## src/rtl/demux_dispatch_seq.sv

```systemverilog
// demux_dispatch_seq: buffers (data, dest) items in a small FIFO and issues
// each head item as a one-cycle demuxIn/sel/enable strobe toward an 8-way
// demultiplexer once its destination lane is ready. A head that stays blocked
// for TIMEOUT cycles is discarded and counted, so the FIFO cannot deadlock.
module demux_dispatch_seq #(
  parameter int nrOfBits = 8,
  parameter int DEPTH    = 4,
  parameter int TIMEOUT  = 16
) (
  input  logic                      clock,
  input  logic                      reset_n,
  input  logic                      in_valid,
  input  logic [nrOfBits-1:0]       in_data,
  input  logic [2:0]                in_dest,
  output logic                      in_ready,
  input  logic [7:0]                lane_ready,
  output logic [nrOfBits-1:0]       demuxIn,
  output logic [2:0]                sel,
  output logic                      enable,
  output logic                      drop,
  output logic [7:0]                drop_count,
  output logic [$clog2(DEPTH):0]    fifo_level
);

  localparam int AW = $clog2(DEPTH);
  localparam logic [AW:0]   LVL_FULL = (AW+1)'(DEPTH);
  localparam logic [AW:0]   LVL_ONE  = (AW+1)'(1'b1);
  localparam logic [AW-1:0] PTR_ONE  = AW'(1'b1);
  localparam logic          TO_EN    = (TIMEOUT != 0);
  // Last wait_cnt value before a drop; unused when dropping is disabled.
  localparam logic [15:0]   TO_LAST  = (TIMEOUT == 0) ? 16'd0 : 16'(TIMEOUT - 1);

  // FIFO storage and bookkeeping
  logic [nrOfBits-1:0] r_mem_data [DEPTH];
  logic [2:0]          r_mem_dest [DEPTH];
  logic [AW-1:0]       r_wr_ptr;
  logic [AW-1:0]       r_rd_ptr;
  logic [AW:0]         r_level;

  // Dispatch state and registered outputs
  logic [15:0]         r_wait_cnt;
  logic                r_enable;
  logic                r_drop;
  logic [2:0]          r_sel;
  logic [nrOfBits-1:0] r_demux_in;
  logic [7:0]          r_drop_count;

  logic                w_empty;
  logic                w_push;
  logic                w_lane_ok;
  logic                w_issue;
  logic                w_drop;
  logic                w_pop;
  logic [2:0]          w_head_dest;
  logic [nrOfBits-1:0] w_head_data;

  // Head-of-queue decode: all decisions use the pre-edge head only.
  assign w_empty     = (r_level == {(AW+1){1'b0}});
  assign in_ready    = (r_level != LVL_FULL);
  assign w_push      = in_valid && in_ready;
  assign w_head_dest = r_mem_dest[r_rd_ptr];
  assign w_head_data = r_mem_data[r_rd_ptr];
  assign w_lane_ok   = lane_ready[w_head_dest];
  assign w_issue     = !w_empty && w_lane_ok;
  assign w_drop      = !w_empty && !w_lane_ok && TO_EN && (r_wait_cnt == TO_LAST);
  assign w_pop       = w_issue || w_drop;

  // FIFO write side, pointers and occupancy; a full FIFO never accepts, even on a pop.
  always_ff @(posedge clock or negedge reset_n) begin
    if (!reset_n) begin
      r_wr_ptr <= {AW{1'b0}};
      r_rd_ptr <= {AW{1'b0}};
      r_level  <= {(AW+1){1'b0}};
      for (int i = 0; i < DEPTH; i++) begin
        r_mem_data[i] <= {nrOfBits{1'b0}};
        r_mem_dest[i] <= 3'd0;
      end
    end else begin
      if (w_push) begin
        r_mem_data[r_wr_ptr] <= in_data;
        r_mem_dest[r_wr_ptr] <= in_dest;
        r_wr_ptr             <= r_wr_ptr + PTR_ONE;
      end
      if (w_pop) begin
        r_rd_ptr <= r_rd_ptr + PTR_ONE;
      end
      case ({w_push, w_pop})
        2'b10:   r_level <= r_level + LVL_ONE;
        2'b01:   r_level <= r_level - LVL_ONE;
        default: r_level <= r_level;
      endcase
    end
  end

  // Per-edge issue / drop / wait / idle decision and the registered demux strobe.
  always_ff @(posedge clock or negedge reset_n) begin
    if (!reset_n) begin
      r_enable     <= 1'b0;
      r_drop       <= 1'b0;
      r_sel        <= 3'd0;
      r_demux_in   <= {nrOfBits{1'b0}};
      r_drop_count <= 8'd0;
      r_wait_cnt   <= 16'd0;
    end else begin
      if (w_issue) begin
        r_enable   <= 1'b1;
        r_drop     <= 1'b0;
        r_sel      <= w_head_dest;
        r_demux_in <= w_head_data;
        r_wait_cnt <= 16'd0;
      end else if (w_drop) begin
        r_enable   <= 1'b0;
        r_drop     <= 1'b1;
        r_wait_cnt <= 16'd0;
        if (r_drop_count != 8'hFF) begin
          r_drop_count <= r_drop_count + 8'd1;
        end else begin
          r_drop_count <= r_drop_count;
        end
      end else if (!w_empty) begin
        r_enable   <= 1'b0;
        r_drop     <= 1'b0;
        r_wait_cnt <= r_wait_cnt + 16'd1;
      end else begin
        r_enable   <= 1'b0;
        r_drop     <= 1'b0;
        r_wait_cnt <= 16'd0;
      end
    end
  end

  assign enable     = r_enable;
  assign drop       = r_drop;
  assign sel        = r_sel;
  assign demuxIn    = r_demux_in;
  assign drop_count = r_drop_count;
  assign fifo_level = r_level;

endmodule

```

## config.mk

```make
export PLATFORM = sky130hd
export DESIGN_NAME = demux_dispatch_seq
export DESIGN_NICKNAME = d
export VERILOG_FILES = /design/src/rtl/demux_dispatch_seq.sv
export SDC_FILE = /design/constraint.sdc
export NUM_CORES = 1
export LEC_CHECK = 0
export CAP_MARGIN = 30
export CORE_MARGIN = 5
export CORE_UTILIZATION = 35
export CTS_BUF_LIST = sky130_fd_sc_hd__clkbuf_8 sky130_fd_sc_hd__clkbuf_16
export CTS_CLUSTER_SIZE = 30
export DETAILED_ROUTE_END_ITERATION = 10
export PLACE_DENSITY_LB_ADDON = 0.25
export REMOVE_ABC_BUFFERS = 1
export SYNTH_ARGS = -nofsm -noshare
export SYNTH_HDL_FRONTEND = slang
export SYNTH_SLANG_ARGS = --single-unit
```

## constraint.sdc

```tcl
create_clock -name clock -period 3.7 [get_ports clock]
set_input_delay 1.11 -clock clock [delete_from_list [all_inputs] [get_ports clock]]
set_output_delay 1.11 -clock clock [all_outputs]
set_load 0.02 [all_outputs]
```

# == Word level (Yosys, flattened, before mapping) ==
# Cells that the tools add are included.
# op_classes
reduce_logical,11
bitwise_logic,3
mux,21
eq_ne,5
addsub,6
magnitude_cmp,4
# op_table
operator,count
16-bit 2-to-1 mux,3
32-bit bitwise mux,1
8-bit 2-to-1 mux,3
"16-bit by 1-bit adder with 16-bit output, second input constant",1
8-bit binary-select mux with 2-bit select,1
8-bit demux with 2-bit select,1
"16-bit by 4-bit equality test with 1-bit output, second input constant",1
12-bit bitwise mux,1
3-bit 2-to-1 mux,3
"8-bit by 1-bit adder with 8-bit output, second input constant",1
"8-bit != test, second input constant",1
3-bit binary-select mux with 2-bit select,1
3-bit demux with 2-bit select,1
"3-bit >= comparator, second input constant",2
2-bit NOT with 3-bit output,2
3-bit one-hot mux with 2 select lines,1
1-bit logical AND,5
"2-bit by 1-bit adder with 2-bit output, second input constant",2
"3-bit by 4-bit < comparator with 1-bit output, second input constant",1
1-bit 2-to-1 mux,4
"3-bit by 1-bit adder with 3-bit output, second input constant",1
1-bit binary-select mux with 3-bit select,1
3-bit zero test,1
"3-bit by 1-bit < comparator with 1-bit output, second input constant",1
other kinds (9),10
# totals
ff_bits,88
output_inout_bits,25
elab_cells,67
input_bits,22

# == Logic depth before layout (Yosys ltp) ==
# Gate-level depths: netlist of run 1.
# depth
word_depth,12
mapped_depth,12
depth_no_buf,11

# == Worst setup path after synthesis of run 1 ==
# Ideal clock, no wire load.
# synth_path
path_type,flip-flop to flip-flop
start,register r_rd_ptr[0]
end,register r_level[2] (netlist: fifo_level[2])
stages_incl_launch_ff,12
n_path_buf,0
slack_ns,0.923
period_less_slack_ns,2.777
t_arrival_ns,2.697
t_required_ns,3.620
setup_time_ns,0.080
path_cell_list,dfrtp_1 -> mux4_2 -> or2_2 -> o22ai_1 -> nor2_1 -> a21oi_1 -> ha_1 -> inv_1 -> fa_1 -> xor2_1 -> nor2_1 -> xor2_1
# synth_via
elab_chain_len,12
elab_cells_between_ends,15
cone_classes,eq/ne: 2; mux: 6; bitwise: 1; reduce/logical: 6
# synth_rtl
item,line_no,text
"start, declared",37,logic [AW-1:0] r_rd_ptr;
"start signal, assigned",72,r_rd_ptr <= {AW{1'b0}};
"start signal, assigned",85,r_rd_ptr <= r_rd_ptr + PTR_ONE;
2-bit NOT with 3-bit output (not written as such) *,61,assign w_head_dest = r_mem_dest[r_rd_ptr];
3-bit binary-select mux with 2-bit select *,61,
3-bit 2-to-1 mux (not written as such) * (2 in a row),61,
1-bit binary-select mux with 3-bit select *,63,assign w_lane_ok = lane_ready[w_head_dest];
1-bit 2-to-1 mux (not written as such) *,63,
1-bit zero test,65,assign w_drop = !w_empty && !w_lane_ok && TO_EN && (r_wait_cnt == TO_LAST);
1-bit logical AND (2 in a row),65,
1-bit logical OR *,66,assign w_pop = w_issue || w_drop;
net w_pop,53,logic w_pop;
2-bit by 1-bit equality test with 1-bit output or 2-bit equality test (tied branches),87,"case ({w_push, w_pop})"
3-bit one-hot mux with 2 select lines or 2-bit nonzero test (tied branches),n/a,
"end signal, assigned",88,2'b10: r_level <= r_level + LVL_ONE;
"end signal, assigned",89,2'b01: r_level <= r_level - LVL_ONE;
"end signal, assigned",90,default: r_level <= r_level;
"end, declared",38,logic [AW:0] r_level;
# The timed path passes the listed nets; every way through them passes the cells marked *. The select of a mux whose other input is x is not followed.
# A chain may end at the register's enable or synchronous reset.

# == Final worst setup path of run 1 ==
# Ends and elaborated chain as after synthesis.

==> run_results.csv, run 1 <==
group,metric,value,unit
yosys,postSynthRegisterBits,88,
clock_network,cts_made_buffers,9,
detailed_routing,first_iter_violations,126,
yosys,synth_top_flop_cell,"dfrtp_1",
global_route,grt_first_pass_wirelength,13.4,mm
final_layout,multi_input_area,0.00171,mm2
yosys,synth_enable_flop_cells,0,
final_layout,ff_latch_area,0.00220,mm2
clock_network,cts.repair.resized,0,
final_layout,final_nets,381,
setup_path,critical_path_arrival,3400,ps
detailed_routing,detail_route.wl_per_cell,16.2,um
timing,timing.slew.headroom,46.3,%
die,floorplan.die.height,117,um
timing,worstMarginPinSlew,805,ps
global_route,grt_overflow,0,
yosys,synth_sequential_area_ratio,55.3,%
setup_path,worstSetupPathType,"flip-flop to flip-flop",
setup_path,endpoint_kind,"flip-flop",
min_path,hold_class,"flip-flop to flip-flop",
yosys,synthesis.area_per_instance,13.3,um2
die,rows,39,
detailed_routing,vias_per_cell,4.95,
timing,timing.final.setup_violations,0,
timing,final_max_slew_viol_count,0,
pwr,vdd_ir_drop_max,0.000563,V
placement,place.port_buffers,46,
pwr,p_leak,2.17,nW
pwr,power-per-cell-area,927,mW/mm2
global_route,pin_count_of_the_biggest_net_entering_global_routing,63,
yosys,synth_async_sr_flop_share,100,%
detailed_routing,vias,2458,
setup_path,critical_path.startpoint,"r_rd_ptr[0]",
timing,layout_min_cycle_time,3150,ps
timing,setup_total_negative_slack,0,ps
setup_path,rr_startpoint,"r_rd_ptr[0]",
clock_network,clk_path_buf_depth,2,
final_layout,post_layout_nonfiller_instances,497,
global_route,grt.total_usage,12.8,%
yosys,synth_warnings,0,
min_path,worstHoldStart,"r_wait_cnt[0]",
timing,maxClockFrequency,0.317,GHz
timing,final-hold-violation-count,0,
status,status,"finished clean",
setup_path,critical_path.max_fanout,7,
setup_path,timing.critical_path.from_type,"flip-flop",
die,design.portCount,47,
placement,gpl.final_weighted_congestion,0.726,
final_layout,layout.cells.most_common_list,"dfrtp_1 (88), mux2_2 (50), clkdlybuf4s50_1 (45)",
detailed_routing,dr.pass1.iters,4,
clock_network,htreeDepth,3,
clock_network,cts-root-buf,"clkbuf_16",
final_layout,commonest_non_fill_non_tap_cell_in_the_layout,"dfrtp_1",
die,core_box_area,0.0113,mm2
timing,worst_clock_skew,4.43,ps
yosys,syn-cell-area,0.00399,mm2
die,initial_core_util,35.4,%
final_layout,fin_util,43.9,%
final_layout,insertedDiodeCount,0,
global_route,antenna_found_initial,0,
flow_run,max_cap_viol_count,0,
die,die_area,0.0136,mm2
clock_network,numClockSinks,88,
yosys,post_synth_num_cell_types,33,
timing,rsz0062_at_grt,"no",
placement,dp_hpwl,5.51,mm
detailed_routing,routed_wl,8.07,mm
clock_network,post-cts-setup-buffer-count,0,
final_layout,layout.filler_cells,1034,
global_route,grt_pass1_vias,2584,
setup_path,worstPathRequired,3950,ps
timing,min_period_over_period,85.2,%
yosys,gate_count_after_technology_mapping,300,
detailed_routing,route.detailed.drc,0,
placement,dpl.cell_count,483,
detailed_routing,drt.antenna.violating_nets,0,
final_layout,proportion_of_layout_cells_with_a_drive_suffix_above_1,23.2,%
clock_network,clock_latency,330,ps
die,die-width,117,um
clock_network,cts_tree,"yes",
final_layout,area_delta_synth_final,24.2,%
clock_network,hold_buffers,0,
clock_network,path_clk_slew,60,ps
## state kept, by name, indices dropped and copies added (netlist names), 3 cells and up
signal,count
r_wait_cnt,16
drop_count,8
r_mem_dest,12
demuxIn,8
sel,3
fifo_level,3
r_mem_data,32
## worst max-delay path, cell delays in order, from the launching register on
cell,delay (ps)
dfrtp_1,550
mux4_2,620
or2_2,320
o22ai_1,140
nor2_1,90
a21oi_1,260
ha_1,240
inv_1,60
fa_1,370
xor2_1,150
nor2_1,110
xor2_1,160
## kinds of logic after synthesis
group | share of synthesized area (%)
mux | 23.9
flops | 55.3
simple gates | 9.83
xor+xnor | 5.49
compound gates | 0.910
fa+ha+maj | 2.70
buf+inv | 1.95
## through the flow
step	area [um2]	hold slack, ps	setup slack [ps]	total power, mW
6_report	4950	482	547	4.59
5_1_grt	4950	513	307	4.92
4_1_cts	4950	484	551	4.67
3_5_place_dp	4620	467	328	3.65
3_3_place_gp	4620	464	418	3.59
2_1_floorplan	3940	438	561	2.95
## cell usage after synthesis, drive strengths merged (2+ instances only)
cell,number,area (um2)
clkbuf,7,26.3
nor4,5,31.3
inv,8,30.0
xor2,15,131
mux4,11,248
o22ai,2,12.5
mux2,58,653
or2,2,12.5
nand2,18,70.1
xnor2,10,87.6
nand4,6,37.5
nand3,9,45.0
buf,4,21.3
nand2b,3,18.8
and3,9,56.3
mux2i,5,50.1
nor3,4,20.0
nor2,21,78.8
dfrtp,88,2200
ha,7,87.6
## cell type report
type                            count  area share [%]
Clock buffer                        9            4.55
Timing Repair Buffer               51            10.3
Clock inverter                      5            2.00
Multi-Input combinational cell    193            34.5
Inverter                            8           0.607
Tap cell                          143            3.62
Sequential cell                    88            44.5
## report_power, final
group / total, mW / switching [mW] / internal, mW
registers: 1.59 / 0.235 / 1.36
logic: 2.00 / 0.968 / 1.03
clock network: 0.998 / 0.349 / 0.648
## path summary, 6_finish.rpt
kind | end | slack, ps | cells after the start
worst max-delay path | fifo_level[2] | 550 | 11
max in group asynchronous | r_wr_ptr[1] | 2190 | 2
worst min register to register | r_wait_cnt[0] | 480 | 1
min in group asynchronous | r_wait_cnt[12] | 860 | 1
worst max register to register | fifo_level[2] | 550 | 11
worst min-delay path | r_wait_cnt[0] | 480 | 1
## per-layer routing
metal  GRT usage (%)  share of wire (%)  vias up
met5               0                  0        -
met3            3.94                4.7        9
met2            19.9                 48       50
met1            17.2                 46     1249
li1                -                  -     1150
met4            3.90                1.4        0
No activity file was read; power rests on OpenSTA's default activity.
==> run 2, diff against run 1 <==
- GPL_ROUTABILITY_DRIVEN: not set -> 0
- GPL_TIMING_DRIVEN: not set -> 1
- clock period: 3.7 -> 3.89 ns (I/O delays scaled with it)
==> run_results.csv, run 2 (synthesis results as in run 1) <==
group,metric,value,unit
timing,worst_clock_skew,7.22,ps
final_layout,insertedDiodeCount,0,
die,floorplan.die.height,117,um
flow_run,max_cap_viol_count,0,
detailed_routing,routed_wl,7.98,mm
clock_network,numClockSinks,88,
setup_path,critical_path.max_fanout,10,
placement,postPlaceCellArea,0.00461,mm2
detailed_routing,route.detailed.drc,0,
final_layout,largest_register_ffs,32,
pwr,net_switching_power_of_the_design,1.47,mW
setup_path,critical_path_arrival,3630,ps
detailed_routing,dr.pass1.iters,4,
detailed_routing,routed-wl-met3,372,um
global_route,grt.total_usage,12.9,%
final_layout,largestRegisters,"r_mem_data (32), r_wait_cnt (16), r_mem_dest (12)",
clock_network,hold_buffers,0,
detailed_routing,vias_per_cell,4.97,
detailed_routing,routed.top_layer,"met4",
die,design.portCount,47,
final_layout,stdcell_area,0.00492,mm2
timing,worst_slack,525,ps
global_route,grt_pass1_vias,2621,
timing,final-hold-violation-count,0,
clock_network,cts-root-buf,"clkbuf_16",
clock_network,cts_made_buffers,9,
clock_network,post-cts-setup-buffer-count,0,
clock_network,cts.repair.resized,0,
timing,min_period_over_period,86.5,%
min_path,hold_class,"flip-flop to flip-flop",
detailed_routing,dr_wl_met2,3.77,mm
pwr,power.total,4.30,mW
setup_path,worstPathRequired,4160,ps
timing,maxClockFrequency,0.297,GHz
die,core_box_area,0.0113,mm2
final_layout,area_delta_synth_final,23.5,%
setup_path,endpoint_kind,"flip-flop",
timing,rsz0062_at_grt,"no",
die,initial_core_util,35.4,%
global_route,pin_count_of_the_biggest_net_entering_global_routing,45,
timing,layout_min_cycle_time,3360,ps
placement,dpl.cell_count,483,
pwr,int_power,2.84,mW
pwr,p_leak,2.15,nW
pwr,power-per-cell-area,874,mW/mm2
setup_path,worstSetupPathType,"flip-flop to flip-flop",
final_layout,largest-register,"r_mem_data",
final_layout,final_nets,381,
die,rows,39,
clock_network,path_clk_slew,60,ps
clock_network,clock_latency,340,ps
die,die-width,117,um
pwr,vdd_ir_drop_max,0.000429,V
detailed_routing,drt.antenna.violating_nets,0,
placement,place.port_buffers,46,
placement,dp_hpwl,5.59,mm
die,die_area,0.0136,mm2
placement,pre_cts_slack,474,ps
clock_network,cts_tree,"yes",
detailed_routing,wl_met1,3.70,mm
global_route,grt_overflow,0,
pwr,power.switching_fraction,34.1,%
pwr,clock_power_share,21.0,%
final_layout,post_layout_nonfiller_instances,497,
detailed_routing,first_iter_violations,158,
timing,timing.final.setup_violations,0,
global_route,antenna_found_initial,0,
status,status,"finished clean",
pwr,power_frac_seq,35.4,%
clock_network,clk_path_buf_depth,2,
timing,setup_total_negative_slack,0,ps
pwr,comb_power_share,43.6,%
timing,worstMarginPinSlew,619,ps
final_layout,layout.filler_cells,1034,
detailed_routing,vias,2468,
final_layout,layout.cells.most_common_list,"dfrtp_1 (88), mux2_2 (50), clkdlybuf4s50_1 (45)",
timing,final_max_slew_viol_count,0,
global_route,grt_first_pass_wirelength,13.5,mm
detailed_routing,detail_route.wl_per_cell,16.1,um
final_layout,commonest_non_fill_non_tap_cell_in_the_layout,"dfrtp_1",
setup_path,timing.critical_path.from_type,"flip-flop",
final_layout,proportion_of_layout_cells_with_a_drive_suffix_above_1,23.2,%
clock_network,htreeDepth,3,
timing,timing.slew.headroom,58.6,%
-- run 2: worst paths after layout --
| kind | start | end | slack (ps) | cells past startpoint |
|---|---|---|---|---|
| min | r_wait_cnt[0] | r_wait_cnt[0] | 460 | 1 |
| min in group asynchronous | reset_n | r_wait_cnt[6] | 810 | 1 |
| max in group asynchronous | reset_n | drop_count[3] | 2340 | 2 |
| min reg2reg | r_wait_cnt[0] | r_wait_cnt[0] | 460 | 1 |
| max reg2reg | r_rd_ptr[0] | fifo_level[2] | 530 | 11 |
| max | r_rd_ptr[0] | fifo_level[2] | 530 | 11 |
-- run 2: area by class of cell --
type | count | area [um2] | area share, %
flip-flops and latches | 88 | 2200 | 44.7
multi-input cells | 193 | 1710 | 34.6
repair buffers | 51 | 495 | 10.1
clock buffers | 10 | 239 | 4.86
well taps | 143 | 179 | 3.63
clock inverters | 4 | 71.3 | 1.45
inverters | 8 | 30.0 | 0.610
-- run 2: layer usage --
layer | up-vias | track usage (%)
met4 | 0 | 3.90
li1 | 1162 | -
met3 | 13 | 3.52
met5 | - | 0
met2 | 49 | 20.8
met1 | 1244 | 17.1
-- run 2: power groups by stage --
stage	sequential, mW	clock [mW]	combinational (mW)
after floorplan	1.58	0	1.23
after global placement	1.54	0	1.87
after detailed placement	1.55	0	1.91
after CTS	1.53	0.936	1.92
after global routing	1.57	0.968	2.08
final	1.52	0.906	1.87
-- run 2: through the flow --
step                hold slack [ps]  util [%]
global placement                464      40.9
finish                          463      43.7
global route                    506      43.7
detailed placement              461      40.9
floorplan                       438         -
CTS                             470      43.7
-- run 2: worst max-delay path: stages, from the launching register on --
cell and delay, ps:
dfrtp_1 730, mux4_2 650, or2_2 320, o22ai_1 140, nor2_1 80, a21oi_1 250, ha_1 250, inv_1 60
fa_1 380, xor2_1 160, nor2_1 120, xor2_1 140
